File: config.mk
export PLATFORM = sky130hd
export DESIGN_NAME = mem_access_unit_flat
export DESIGN_NICKNAME = d
export VERILOG_FILES = /design/src/rtl/cpu_pkg.sv /design/src/rtl/mem_access_unit_if.sv /design/src/rtl/mem_access_unit.sv /design/src/flat_wrapper.sv
export SDC_FILE = /design/constraint.sdc
export NUM_CORES = 1
export LEC_CHECK = 0
export BUFFER_PORTS_ARGS = -buffer_cell sky130_fd_sc_hd__buf_2
export CAP_MARGIN = 20
export CORE_ASPECT_RATIO = 1.4
export CORE_UTILIZATION = 40
export CTS_CLUSTER_SIZE = 28
export DETAILED_ROUTE_END_ITERATION = 8
export GPL_ROUTABILITY_DRIVEN = 1
export GPL_TIMING_DRIVEN = 0
export PLACE_DENSITY_LB_ADDON = 0.08
export SYNTH_ARGS = -nofsm -noshare
export SYNTH_HDL_FRONTEND = slang
export SYNTH_SLANG_ARGS = --single-unit
File: constraint.sdc
create_clock -name Clk -period 1.55 [get_ports Clk]
set_clock_uncertainty 0.1 [all_clocks]
set_input_delay 0 -clock Clk [delete_from_list [all_inputs] [get_ports Clk]]
set_output_delay 0 -clock Clk [all_outputs]
set_load 0.005 [all_outputs]
File: src/rtl/cpu_pkg.sv
// rtl/cpu_pkg.sv - shared widths, op encodings and FSM states for the memory access unit
//
// Purpose: common definitions imported by the memory access unit, its
//          interface and the bench.
// Contents:
//   ADDR_W / DATA_W  default address and data widths of the 32 x 8 data memory
//   op_e             control-unit operation codes
//   state_e          memory access unit FSM states
//   is_write_state   true for states that assert the memory write enable

package cpu_pkg;

   localparam int ADDR_W = 5;
   localparam int DATA_W = 8;

   typedef enum logic [1:0] {
      OP_LOAD  = 2'b00,
      OP_STORE = 2'b01,
      OP_COPY  = 2'b10,
      OP_FILL  = 2'b11
   } op_e;

   typedef enum logic [2:0] {
      ST_IDLE  = 3'd0,
      ST_LOAD  = 3'd1,
      ST_STORE = 3'd2,
      ST_CP_RD = 3'd3,
      ST_CP_WR = 3'd4,
      ST_FILL  = 3'd5,
      ST_DONE  = 3'd6
   } state_e;

   // Only these three states ever write the memory.
   function automatic logic is_write_state(input state_e s);
      return (s == ST_STORE) || (s == ST_CP_WR) || (s == ST_FILL);
   endfunction

endpackage

File: src/rtl/mem_access_unit_if.sv
// rtl/mem_access_unit_if.sv - request/done handshake plus data memory port bundle
//
// Purpose: groups the control-unit request handshake and the data memory
//          port into one bundle.
// Signals:
//   Req, Op, Addr_a, Addr_b, Len, Wdata   request from the control unit
//   Rdata, Busy, Done                     status/result back to the control unit
//   Mem_Address, Mem_Data_in, Mem_En      drive lines towards the data memory
//   Mem_Data_out                          combinational read data from the memory
// Modports:
//   slave   the memory access unit (serves requests, owns the memory port)
//   master  the environment: control unit plus data memory

interface mem_access_unit_if #(
   parameter int ADDR_W = cpu_pkg::ADDR_W,
   parameter int DATA_W = cpu_pkg::DATA_W
) ();

   logic              Req;
   logic [1:0]        Op;
   logic [ADDR_W-1:0] Addr_a;
   logic [ADDR_W-1:0] Addr_b;
   logic [ADDR_W-1:0] Len;
   logic [DATA_W-1:0] Wdata;
   logic [DATA_W-1:0] Rdata;
   logic              Busy;
   logic              Done;
   logic [ADDR_W-1:0] Mem_Address;
   logic [DATA_W-1:0] Mem_Data_in;
   logic              Mem_En;
   logic [DATA_W-1:0] Mem_Data_out;

   modport slave (
      input  Req, Op, Addr_a, Addr_b, Len, Wdata, Mem_Data_out,
      output Rdata, Busy, Done, Mem_Address, Mem_Data_in, Mem_En
   );

   modport master (
      output Req, Op, Addr_a, Addr_b, Len, Wdata, Mem_Data_out,
      input  Rdata, Busy, Done, Mem_Address, Mem_Data_in, Mem_En
   );

endinterface

File: src/rtl/mem_access_unit.sv
// rtl/mem_access_unit.sv - CPU-side sequencer for single-byte and block accesses to the data memory
//
// Purpose: accepts LOAD/STORE/COPY/FILL requests from the control unit and
//          sequences the data memory's address, write-enable and write-data
//          lines, one memory cycle per state.
// Ports:
//   Clk    in   system clock, rising edge
//   Reset  in   synchronous, active-high; aborts any operation, returns to IDLE
//   bus    slave side of mem_access_unit_if (request handshake + memory port)
// All outputs are decoded from the state register or taken straight from
// registers, so nothing on the memory port follows Req combinationally.

module mem_access_unit
   import cpu_pkg::*;
#(
   parameter int ADDR_W = cpu_pkg::ADDR_W,
   parameter int DATA_W = cpu_pkg::DATA_W
) (
   input  logic             Clk,
   input  logic             Reset,
   mem_access_unit_if.slave bus
);

   state_e            r_state;
   state_e            w_next_state;

   // r_src doubles as the LOAD/STORE address and the FILL write pointer.
   logic [ADDR_W-1:0] r_src;
   logic [ADDR_W-1:0] r_dst;
   logic [ADDR_W-1:0] r_cnt;
   logic [DATA_W-1:0] r_wdata;
   logic [DATA_W-1:0] r_buf;
   logic [DATA_W-1:0] r_rdata;

   logic              w_busy;
   logic              w_done;
   logic              w_mem_en;
   logic [ADDR_W-1:0] w_mem_addr;
   logic [DATA_W-1:0] w_mem_wdata;
   logic              w_last_byte;

   // Count still holds the byte being finished, so 1 means this is the last one.
   assign w_last_byte = (r_cnt == ADDR_W'(1));

   always_ff @(posedge Clk) begin
      if (Reset) begin
         r_state <= ST_IDLE;
      end else begin
         r_state <= w_next_state;
      end
   end

   always_comb begin
      w_next_state = r_state;
      w_busy       = 1'b1;
      w_done       = 1'b0;
      w_mem_en     = is_write_state(r_state);
      w_mem_addr   = r_src;
      w_mem_wdata  = r_wdata;

      case (r_state)
         ST_IDLE: begin
            w_busy = 1'b0;
            if (bus.Req) begin
               case (bus.Op)
                  OP_LOAD:  w_next_state = ST_LOAD;
                  OP_STORE: w_next_state = ST_STORE;
                  OP_COPY:  w_next_state = (bus.Len == '0) ? ST_DONE : ST_CP_RD;
                  default:  w_next_state = (bus.Len == '0) ? ST_DONE : ST_FILL;
               endcase
            end
         end
         ST_LOAD:  w_next_state = ST_DONE;
         ST_STORE: w_next_state = ST_DONE;
         ST_CP_RD: w_next_state = ST_CP_WR;
         ST_CP_WR: begin
            w_mem_addr   = r_dst;
            w_mem_wdata  = r_buf;
            w_next_state = w_last_byte ? ST_DONE : ST_CP_RD;
         end
         ST_FILL:  w_next_state = w_last_byte ? ST_DONE : ST_FILL;
         ST_DONE: begin
            w_done       = 1'b1;
            w_next_state = ST_IDLE;
         end
         default:  w_next_state = ST_IDLE;
      endcase
   end

   // Datapath registers. Request fields are captured only on acceptance, so
   // later input changes cannot disturb an operation in flight.
   always_ff @(posedge Clk) begin
      if (Reset) begin
         r_src   <= '0;
         r_dst   <= '0;
         r_cnt   <= '0;
         r_wdata <= '0;
         r_buf   <= '0;
         r_rdata <= '0;
      end else begin
         case (r_state)
            ST_IDLE: begin
               if (bus.Req) begin
                  r_src   <= bus.Addr_a;
                  r_dst   <= bus.Addr_b;
                  r_cnt   <= bus.Len;
                  r_wdata <= bus.Wdata;
               end
            end
            ST_LOAD:  r_rdata <= bus.Mem_Data_out;
            ST_CP_RD: r_buf   <= bus.Mem_Data_out;
            ST_CP_WR: begin
               // Strictly ascending, byte at a time: an overlapping copy with
               // dst > src re-reads bytes it already wrote and replicates them.
               r_src <= r_src + ADDR_W'(1);
               r_dst <= r_dst + ADDR_W'(1);
               r_cnt <= r_cnt - ADDR_W'(1);
            end
            ST_FILL: begin
               r_src <= r_src + ADDR_W'(1);
               r_cnt <= r_cnt - ADDR_W'(1);
            end
            default: ;
         endcase
      end
   end

   assign bus.Rdata       = r_rdata;
   assign bus.Busy        = w_busy;
   assign bus.Done        = w_done;
   assign bus.Mem_En      = w_mem_en;
   assign bus.Mem_Address = w_mem_addr;
   assign bus.Mem_Data_in = w_mem_wdata;

endmodule

File: src/flat_wrapper.sv
// flat-port wrapper written by rule: the top's interface ports become plain ports
module mem_access_unit_flat import cpu_pkg::*;
#(
   parameter int ADDR_W = cpu_pkg::ADDR_W,
   parameter int DATA_W = cpu_pkg::DATA_W
)
  (Clk, Reset, bus_Req, bus_Op, bus_Addr_a, bus_Addr_b, bus_Len, bus_Wdata, bus_Mem_Data_out, bus_Rdata, bus_Busy, bus_Done, bus_Mem_Address, bus_Mem_Data_in, bus_Mem_En);
  mem_access_unit_if #(.ADDR_W(ADDR_W), .DATA_W(DATA_W)) bus_i ();
  input  logic Clk;
  input  logic Reset;
  input wire logic [$bits(bus_i.Req)-1:0] bus_Req;
  input wire logic [$bits(bus_i.Op)-1:0] bus_Op;
  input wire logic [$bits(bus_i.Addr_a)-1:0] bus_Addr_a;
  input wire logic [$bits(bus_i.Addr_b)-1:0] bus_Addr_b;
  input wire logic [$bits(bus_i.Len)-1:0] bus_Len;
  input wire logic [$bits(bus_i.Wdata)-1:0] bus_Wdata;
  input wire logic [$bits(bus_i.Mem_Data_out)-1:0] bus_Mem_Data_out;
  output wire logic [$bits(bus_i.Rdata)-1:0] bus_Rdata;
  output wire logic [$bits(bus_i.Busy)-1:0] bus_Busy;
  output wire logic [$bits(bus_i.Done)-1:0] bus_Done;
  output wire logic [$bits(bus_i.Mem_Address)-1:0] bus_Mem_Address;
  output wire logic [$bits(bus_i.Mem_Data_in)-1:0] bus_Mem_Data_in;
  output wire logic [$bits(bus_i.Mem_En)-1:0] bus_Mem_En;
  assign bus_i.Req = bus_Req;
  assign bus_i.Op = bus_Op;
  assign bus_i.Addr_a = bus_Addr_a;
  assign bus_i.Addr_b = bus_Addr_b;
  assign bus_i.Len = bus_Len;
  assign bus_i.Wdata = bus_Wdata;
  assign bus_i.Mem_Data_out = bus_Mem_Data_out;
  assign bus_Rdata = bus_i.Rdata;
  assign bus_Busy = bus_i.Busy;
  assign bus_Done = bus_i.Done;
  assign bus_Mem_Address = bus_i.Mem_Address;
  assign bus_Mem_Data_in = bus_i.Mem_Data_in;
  assign bus_Mem_En = bus_i.Mem_En;
  mem_access_unit #(.ADDR_W(ADDR_W), .DATA_W(DATA_W)) u_core (.Clk(Clk), .Reset(Reset), .bus(bus_i));
endmodule
==> results.tsv, run 1 <==
stage	metric	value	unit
synthesis	synth_top_area_share	0.383	
grt	grt_use_total	0.225	
clock_network	cts_buffers	5	
synthesis	syn_area	2200	um2
pwr	report.power.total	6.06	mW
critical_path	ff2ff_path_depth	6	
layout	drive_gt1_frac	0.349	
layout	fin_area	3320	um2
synthesis	synth_cells	248	
route	drc	0	
critical_path	reg2reg_from	u_core.r_state[1]	
die	core	5240	um2
synthesis	synthMuxAreaShare	0.149	
pwr	vdd_drop_max	0.00102	V
synthesis	synth_top_family_by_area	simple AND/OR/NAND/NOR gates	
status	outcome	finished with violations	
route	num_vias	2162	
route	ant_nets	0	
critical_path	cpMaxStageDelayCell	dfxtp_4	
sta	max_freq	585	MHz
synthesis	async_reset_ff_frac	0	
clock_network	cts.sinks	42	
synthesis	synthAdderAreaFrac	0.0342	
sta	drv_slew	0	
critical_path	critPathTopFamily	flip-flops	
synthesis	synthXorXnorAreaFrac	0.00399	
route	totalWireLength	6220	um
die	ios	60	
placement	portBuffers	58	
route	via_per_inst	5.10	
critical_path	cp_data_arrival_time	1610	ps
synthesis	ys.flop_type	dfxtp_1	
critical_path	cp_common_cell	buf_6	
critical_path	crit_buf_inv	2	
critical_path	end_kind	output pin	
route	firstDrtPassIters	4	
die	die_w	64.6	um
grt	grt_overflow_total	0	
critical_path	cp.depth	4	
die	die-area	5790	um2
sta	period_share	1.10	
critical_path	cpPeakStageDelay	380	ps
pwr	power_leakage	1.46	nW
critical_path	worstPathRequired	1450	ps
synthesis	syn-num-nets	290	
layout	diodes	0	
grt	grt_pass1_wl	9910	um
grt	grt_antenna_before_repair	0	
grt	grt_max_degree	15	
sta	tightest_slew	580	ps
sta	fin_crit	1710	ps
route	drt-initial-drc-count	90	
clock_network	clk_latency	290	ps
status	violations	setup timing	
synthesis	ys_types	43	
synthesis	yosys.area.top_type	dfxtp_1	
sta	hold_violations	0	
synthesis	yosys_warnings	0	
pwr	cellPowerDensity	1820	nW/um2
die	die_h	89.7	um
critical_path	worstPathCellList	nor3_4 -> buf_6 -> mux2_4 -> buf_6	
layout	area_growth	51.3	%
synthesis	yosys-top-cells-count	dfxtp_1 (42), nand2_1 (29), nor2_1 (26)	
placement	gp_congestion	0.777	
min_path	hold_path_depth	4	
clock_network	cts_root_buffer	clkbuf_8	
synthesis	synth_edf_count	0	
run	maxCapViolCount	0	
synthesis	ys_ff_latch	42	
synthesis	synth.area.top_cells	dfxtp_1 (38%), mux2i_1 (7.7%), mux2_2 (7.2%), a21oi_1 (5.7%), nand2_1 (5.0%)	
critical_path	crit_start	u_core.r_state[0]	
clock_network	cts_tree	built	
synthesis	synth_compound_area_frac	0.171	
critical_path	critPathKind	flop to output pin	
synthesis	synth.most_common_cell	dfxtp_1	
min_path	hp-class	input port to flop	
placement	placed_cell_area	2570	um2
placement	hpwl	4140	um
clock_network	cts.clk_slew.worst_paths	80	ps
layout	nets	399	
min_path	hp-start	bus_Len[2]	
sta	setup_viol	13	
synthesis	ys_seq_area_frac	0.383	
critical_path	path_max_fanout	5	
sta	rsz0062_at_grt	yes	
sta	max_slew_margin	0.613	
die	fp-row-count	31	
critical_path	start_kind	flop	
synthesis	syn_avg_cell_area	8.85	um2
clock_network	cts_max_level	2	
die	start_util	0.419	
sta	layout_setup_ws	-158	ps
route	routedWlPerCell	14.7	um
synthesis	synth-simple-area-share	0.201	
clock_network	clock_path_buffers	2	
grt	grt_pass1_vias	2098	
[cells by family (layout without fill, tap and decap cells)]
logic type | Yosys count | after routing
AOI/OAI and AO/OA | 59 | 59
xor gates and xnor gates | 1 | 1
adders and majority gates | 6 | 6
buffers and inverters | 21 | 131
DFF | 42 | 42
muxes | 31 | 31
and+or+nand+nor | 88 | 88
[layout by cell type, fill, tap and decap left out, types with 3 or more instances in the layout]
master / Yosys / routed
clkbuf_1: 4 / 4
ha_1: 6 / 6
a21o_1: 3 / 3
nand2b_1: 4 / 4
nor3_1: 5 / 4
dfxtp_1: 42 / 37
o21ai_0: 8 / 6
dfxtp_4: 0 / 3
o32ai_1: 3 / 3
a21oi_1: 25 / 25
nand3_1: 5 / 5
buf_6: 5 / 21
clkbuf_8: 0 / 5
buf_2: 3 / 46
nand2_1: 29 / 28
buf_4: 2 / 14
mux2_4: 0 / 13
nor2_1: 26 / 25
inv_1: 5 / 5
and3_1: 3 / 3
o211ai_1: 3 / 3
mux2i_1: 17 / 17
a211oi_1: 7 / 6
dlygate4sd3_1: 0 / 29
[flip-flops by register name, indices dropped and copies added (netlist names)]
| register | count |
|---|---|
| u_core.bus.Rdata | 8 |
| u_core.r_buf | 8 |
| u_core.r_wdata | 8 |
| u_core.r_cnt | 5 |
| u_core.r_dst | 5 |
| u_core.r_src | 5 |
| u_core.r_state | 3 |
[worst register-to-register path: cells and delay by family (launching register included)]
| kind | cells | cell delay (ps) |
|---|---|---|
| AND/OR/NAND/NOR | 2 | 310 |
| AO/OA/AOI/OAI | 2 | 310 |
| flip-flops | 1 | 370 |
| buffers and inverters | 2 | 290 |
[layout make-up]
cell class,instances,area (um2)
Timing Repair Buffer,104,808
Buffer,13,108
Tap cell,66,82.6
Sequential cell,42,855
Fill cell,469,1910
Multi-Input combinational cell,185,1330
Clock buffer,5,68.8
Inverter,6,25.0
Clock inverter,3,45.0
[per-stage QoR]
stage / worst slack, ps / TNS, ps / instances / utilization / hold WS, ps
final: -158 / -1840 / 424 / 0.634 / 26.5
after global routing: -216 / -2580 / 424 / 0.634 / 37.4
after CTS: -183 / -2120 / 417 / 0.612 / 17.5
after detailed placement: -143 / -1520 / 372 / 0.491 / 146
after global placement: -131 / -1440 / 372 / 0.491 / 142
after floorplan: 170 / 0 / 248 / - / 36.0
[report_power, final]
part / switching (mW) / internal (mW)
sequential: 0.317 / 1.42
combinational: 1.58 / 1.86
clock: 0.406 / 0.480
[path summary, 6_finish.rpt]
| path | slack [ps] | end |
|---|---|---|
| worst min register to register | 360 | u_core.r_wdata[5] |
| worst min-delay path | 30 | u_core.r_state[1] |
| worst max-delay path | -160 | bus_Mem_Data_in[0] |
| worst max register to register | 70 | u_core.r_cnt[3] |
[layer usage]
layer | GRT usage | share of wire
met4 | 0.0667 | 0.0069
met5 | 0 | 0
met2 | 0.424 | 0.54
met3 | 0.0391 | 0.032
met1 | 0.260 | 0.42
[repair_timing]
item | 4_1_cts | 5_1_grt
buffers inserted | 7 | 10
endpoints found under the hold margin | 37 | 0
setup endpoints to repair | 31 | 39
pin swaps | 3 | 7
hold buffers | 29 | 0
cloned | 1 | 0
gates resized for setup | 42 | 21
Power figures use the tool's default switching activity.
==> inputs of run 2 (changes only) <==
--- a/config.mk
+++ b/config.mk
@@ -14,6 +14,7 @@
 export GPL_ROUTABILITY_DRIVEN = 1
 export GPL_TIMING_DRIVEN = 0
 export PLACE_DENSITY_LB_ADDON = 0.08
+export RECOVER_POWER = 100
 export SYNTH_ARGS = -nofsm -noshare
 export SYNTH_HDL_FRONTEND = slang
 export SYNTH_SLANG_ARGS = --single-unit
==> run 2 against run 1 <==
  * The flow still finishes with violations (setup timing)
  * Fmax is the same
  * Critical path depth stayed put
  * Critical path type unchanged
  * Clock power about the same
  * Sequential power barely moved
  * Final cell count unchanged
  * Setup slack unchanged
  * Utilization about the same
  * Flip-flop and latch count did not move
  * Clock-buffer cell count is the same
  * Largest power group unchanged
==> results.tsv, run 2 (same netlist as run 1, synthesis figures left out) <==
stage	metric	value	unit	change
status	outcome	finished with violations		
pwr	cellPowerDensity	1820	nW/um2	about the same
sta	fin_crit	1710	ps	unchanged
die	start_util	0.419		unchanged
clock_network	clock_path_buffers	2		unchanged
route	drc	0		unchanged
sta	max_freq	585	MHz	unchanged
die	ios	60		unchanged
sta	max_slew_margin	0.614		about the same
clock_network	cts.sinks	42		unchanged
sta	tightest_slew	580	ps	-0.0583 ps
pwr	power_leakage	1.45	nW	-0.58%
placement	placed_cell_area	2570	um2	unchanged
sta	rsz0062_at_grt	yes		
critical_path	end_kind	output pin		
sta	drv_slew	0		unchanged
min_path	hp-class	input port to flop		
route	firstDrtPassIters	4		unchanged
die	die-area	5790	um2	unchanged
layout	layout_commonest_cell	buf_2		
min_path	hold_path_depth	4		unchanged
layout	diodes	0		unchanged
sta	layout_setup_ws	-158	ps	unchanged
layout	area_growth	51.2	%	about the same
grt	grt_overflow_total	0		unchanged
grt	grt_use_total	0.225		unchanged
critical_path	critPathKind	flop to output pin		
critical_path	path_max_fanout	5		unchanged
grt	grt_antenna_before_repair	0		unchanged
clock_network	cts_buffers	5		unchanged
pwr	report.power.total	6.05	mW	about the same
pwr	vdd_drop_max	0.00102	V	unchanged
placement	portBuffers	58		unchanged
layout	fin_area	3320	um2	about the same
die	die_h	89.7	um	unchanged
run	maxCapViolCount	0		unchanged
critical_path	start_kind	flop		
clock_network	cts.clk_slew.worst_paths	80	ps	about the same
placement	hpwl	4140	um	unchanged
critical_path	ff2ff_path_depth	6		unchanged
clock_network	cts_tree	built		
grt	grt_max_degree	15		unchanged
layout	drive_gt1_frac	0.344		-0.00559
placement	pre_cts_slack	-143	ps	unchanged
die	fp-row-count	31		unchanged
sta	hold_violations	0		unchanged
critical_path	cp_data_arrival_time	1610	ps	about the same
route	totalWireLength	6220	um	unchanged
layout	layout_common_cells	buf_2 (44), dfxtp_1 (37), dlygate4sd3_1 (29)		
sta	worst_hold_slack	26.5	ps	-0.0233 ps
critical_path	worstPathRequired	1450	ps	about the same
die	core	5240	um2	unchanged
route	ant_nets	0		unchanged
route	routedWlPerCell	14.7	um	unchanged
clock_network	clk_latency	290	ps	about the same
grt	grt_pass1_vias	2098		unchanged
route	num_vias	2164		+0.093%
grt	grt_pass1_wl	9910	um	unchanged
layout	nets	399		unchanged
placement	gp_congestion	0.777		unchanged
clock_network	cts_max_level	2		unchanged
route	via_per_inst	5.10		about the same
clock_network	cts_root_buffer	clkbuf_8		
status	violations	setup timing		
sta	period_share	1.10		unchanged
die	die_w	64.6	um	unchanged
route	drt-initial-drc-count	91		+1.1%
layout	fill_cells	468		-0.21%
sta	setup_viol	13		unchanged
==> run 2: power by group <==
group	total, mW	switching, mW	internal [mW]
Sequential	1.73	0.317	1.42
Clock	0.885	0.406	0.480
Combinational	3.43	1.58	1.86
Total	6.05	2.30	3.75
==> run 2: worst paths after layout <==
kind,slack (ps),from,to
worst min-delay path,30,bus_Len[2],u_core.r_state[1]
worst min register to register,360,u_core.r_wdata[5],u_core.r_wdata[5]
worst max register to register,70,u_core.r_state[1],u_core.r_cnt[3]
worst max-delay path,-160,u_core.r_state[0],bus_Mem_Data_in[0]
==> run 2: critical path, stage by stage, from the launching register on <==
cell     delay (ps)
dfxtp_4         380
nor3_4          320
buf_6           190
mux2_4          310
buf_6           120
==> run 2: layer usage <==
metal  global-route usage  part of all wire
met5                    0                 0
met4               0.0667            0.0069
met2                0.424              0.54
met1                0.260              0.42
met3               0.0391             0.032
==> run 2: stage by stage <==
step                       util  std cells  setup TNS (ps)
after floorplan               -        248               0
after global placement    0.491        372           -1440
after detailed placement  0.491        372           -1520
after CTS                 0.612        417           -2120
after global routing      0.634        424           -2580
final                     0.634        424           -1840
==> run 2: cell type report <==
type                    instances  area (um2)  area share
multi-input cells             185        1330       0.401
flip-flops and latches         42         855       0.257
repair buffers                104         806       0.243
plain buffers                  13         108      0.0324
well taps                      66        82.6      0.0249
clock buffers                   5        68.8      0.0207
clock inverters                 3        45.0      0.0136
inverters                       6        25.0     0.00754
==> run 2: repair_timing <==
action | in CTS | in global routing
endpoints found under the hold margin | 37 | 0
gates cloned | 1 | 0
buffers inserted | 7 | 10
hold buffers | 29 | 0
endpoints found under the setup margin | 31 | 39
pin swaps | 3 | 7
gates resized for setup | 42 | 21
==> inputs of run 3 (changes only) <==
--- a/config.mk
+++ b/config.mk
@@ -8,7 +8,7 @@
 export BUFFER_PORTS_ARGS = -buffer_cell sky130_fd_sc_hd__buf_2
 export CAP_MARGIN = 20
 export CORE_ASPECT_RATIO = 1.4
-export CORE_UTILIZATION = 40
+export CORE_UTILIZATION = 52
 export CTS_CLUSTER_SIZE = 28
 export DETAILED_ROUTE_END_ITERATION = 8
 export GPL_ROUTABILITY_DRIVEN = 1
==> run 3 against run 2 <==
  * The run still ends with setup timing left
  * Via count up 5.8%
  * Largest cell class unchanged
  * Critical endpoint is now bus_Mem_Data_in[3]
  * Wire length is 8.6% higher
  * Utilization grew 17 points
==> results.tsv, run 3 (same netlist as run 1, synthesis figures left out) <==
stage	metric	value	unit	change
status	outcome	finished with violations		
layout	layout_common_cells	buf_2 (42), dfxtp_1 (37), dlygate4sd3_1 (29)		
die	ios	60		unchanged
route	via_per_inst	5.77		+13%
die	die_h	78.9	um	-12%
sta	hold_violations	0		unchanged
pwr	report.power.total	5.79	mW	-4.4%
clock_network	cts.clk_slew.worst_paths	90	ps	about the same
critical_path	r2r_end	u_core.r_dst[2]		
grt	grt_max_degree	14		-1
layout	nets	396		-0.75%
clock_network	cts_max_level	2		unchanged
critical_path	critPathKind	flop to output pin		
status	violations	setup timing		
clock_network	cts.sinks	42		unchanged
critical_path	cp_data_arrival_time	1600	ps	about the same
route	ant_nets	0		unchanged
sta	period_share	1.09		-0.00833
sta	rsz0062_at_grt	yes		
grt	grt_overflow_total	0		unchanged
layout	final_util	0.806		+0.172
grt	grt_pass1_wl	10500	um	+5.6%
placement	gp_congestion	0.824		+6.1%
grt	grt_pass1_vias	2196		+4.7%
grt	use_met3	0.0440		+0.00483
min_path	hold_path_depth	4		unchanged
layout	fill_cells	261		-44%
die	core	3990	um2	-24%
critical_path	start_kind	flop		
route	firstDrtPassIters	4		unchanged
sta	worst_hold_slack	17.4	ps	-9.06 ps
min_path	hp-start	bus_Req		
die	start_util	0.551		+0.131
sta	setup_tns	-1780	ps	+69.8 ps
grt	grt_use_total	0.304		+0.0786
clock_network	cts_buffers	5		unchanged
route	routedWlPerCell	17.0	um	+16%
clock_network	cts_tree	built		
pwr	cellPowerDensity	1800	nW/um2	-1.3%
die	fp-row-count	27		-13%
layout	diodes	0		unchanged
clock_network	cts_root_buffer	clkbuf_8		
critical_path	worstPathRequired	1450	ps	about the same
critical_path	reg2reg_setup_slack	0	ps	-70 ps
route	drc	0		unchanged
critical_path	ff2ff_path_depth	6		unchanged
placement	portBuffers	58		unchanged
route	totalWireLength	6750	um	+8.6%
die	die_w	56.9	um	-12%
route	drt-initial-drc-count	99		+8.8%
min_path	hp-class	input port to flop		
pwr	vdd_drop_max	0.00102	V	+0.26%
layout	layout_commonest_cell	buf_2		
sta	layout_setup_ws	-145	ps	+12.9 ps
clock_network	clock_path_buffers	2		unchanged
route	num_vias	2290		+5.8%
layout	area_growth	46.3	%	
critical_path	end_kind	output pin		
run	maxCapViolCount	0		unchanged
clock_network	clk_latency	300	ps	about the same
grt	grt_antenna_before_repair	0		unchanged
sta	max_freq	590	MHz	+0.76%
pwr	power_leakage	1.41	nW	-3.2%
sta	drv_slew	0		unchanged
min_path	holdPathEnd	u_core.r_dst[3]		
sta	fin_crit	1700	ps	-12.9 ps
critical_path	reg2reg_from	u_core.r_state[0]		
sta	max_slew_margin	0.619		+0.00551
die	die-area	4490	um2	-23%
critical_path	path_max_fanout	5		unchanged
layout	drive_gt1_frac	0.331		-0.0131
grt	top_usage_layer	met2		
sta	setup_viol	14		+1
grt	use_met2	0.571		+0.147
sta	tightest_slew	571	ps	-8.27 ps
placement	hpwl	3960	um	-4.5%
grt	grt_use_met1	0.323		+0.0639
[run 3: worst max-delay path by stage]
stage                       from                  to  slack, ps  cells past startpoint
6_report       u_core.r_state[0]  bus_Mem_Data_in[3]       -150                      4
2_1_floorplan  u_core.r_state[2]  bus_Mem_Address[3]        170                      4
3_3_place_gp   u_core.r_state[2]  bus_Mem_Address[3]       -120                      5
4_1_cts        u_core.r_state[2]  bus_Mem_Address[3]       -150                      5
3_5_place_dp   u_core.r_state[2]  bus_Mem_Address[3]       -120                      5
5_1_grt        u_core.r_state[1]  bus_Mem_Data_in[0]       -170                      4
[run 3: worst max-delay path, cell delays in order (launching register included)]
cell	delay (ps)
dfxtp_4	380
nor3_4	300
buf_6	190
mux2_4	310
buf_6	120
[run 3: per-stage QoR]
| stage | worst slack (ps) | cells | instance area, um2 |
|---|---|---|---|
| after CTS | -153 | 392 | 3140 |
| after global placement | -120 | 349 | 2540 |
| after global routing | -174 | 397 | 3210 |
| after floorplan | 170 | 248 | 2200 |
| final | -145 | 397 | 3210 |
| after detailed placement | -124 | 349 | 2540 |
[run 3: cell type report]
cell class,count,area [um2],share of cell area
inverter,6,25.0,0.00779
clock inverter,2,15.0,0.00467
timing repair buffer,100,773,0.241
buffer,14,110,0.0343
sequential,42,855,0.266
clock buffer,5,68.8,0.0214
multi-input combinational,185,1310,0.408
tap,43,53.8,0.0167
[run 3: per-layer routing]
layer | share of wire | vias to the layer above
met2 | 0.54 | 75
met1 | 0.39 | 1103
met3 | 0.044 | 17
met5 | 0 | -
li1 | - | 1095
met4 | 0.027 | 0
[run 3: report_power, final]
| group | switching, mW | internal [mW] |
|---|---|---|
| combinational | 1.59 | 1.73 |
| clock | 0.393 | 0.308 |
| sequential | 0.341 | 1.42 |
[run 3: what timing repair did]
item / in CTS / in global routing
endpoints found under the hold margin: 37 / 0
setup endpoints to repair: 24 / 37
cloned: 1 / 0
pin swaps: 1 / 7
setup buffers: 6 / 6
hold buffers: 29 / 0
gates resized for setup: 40 / 18
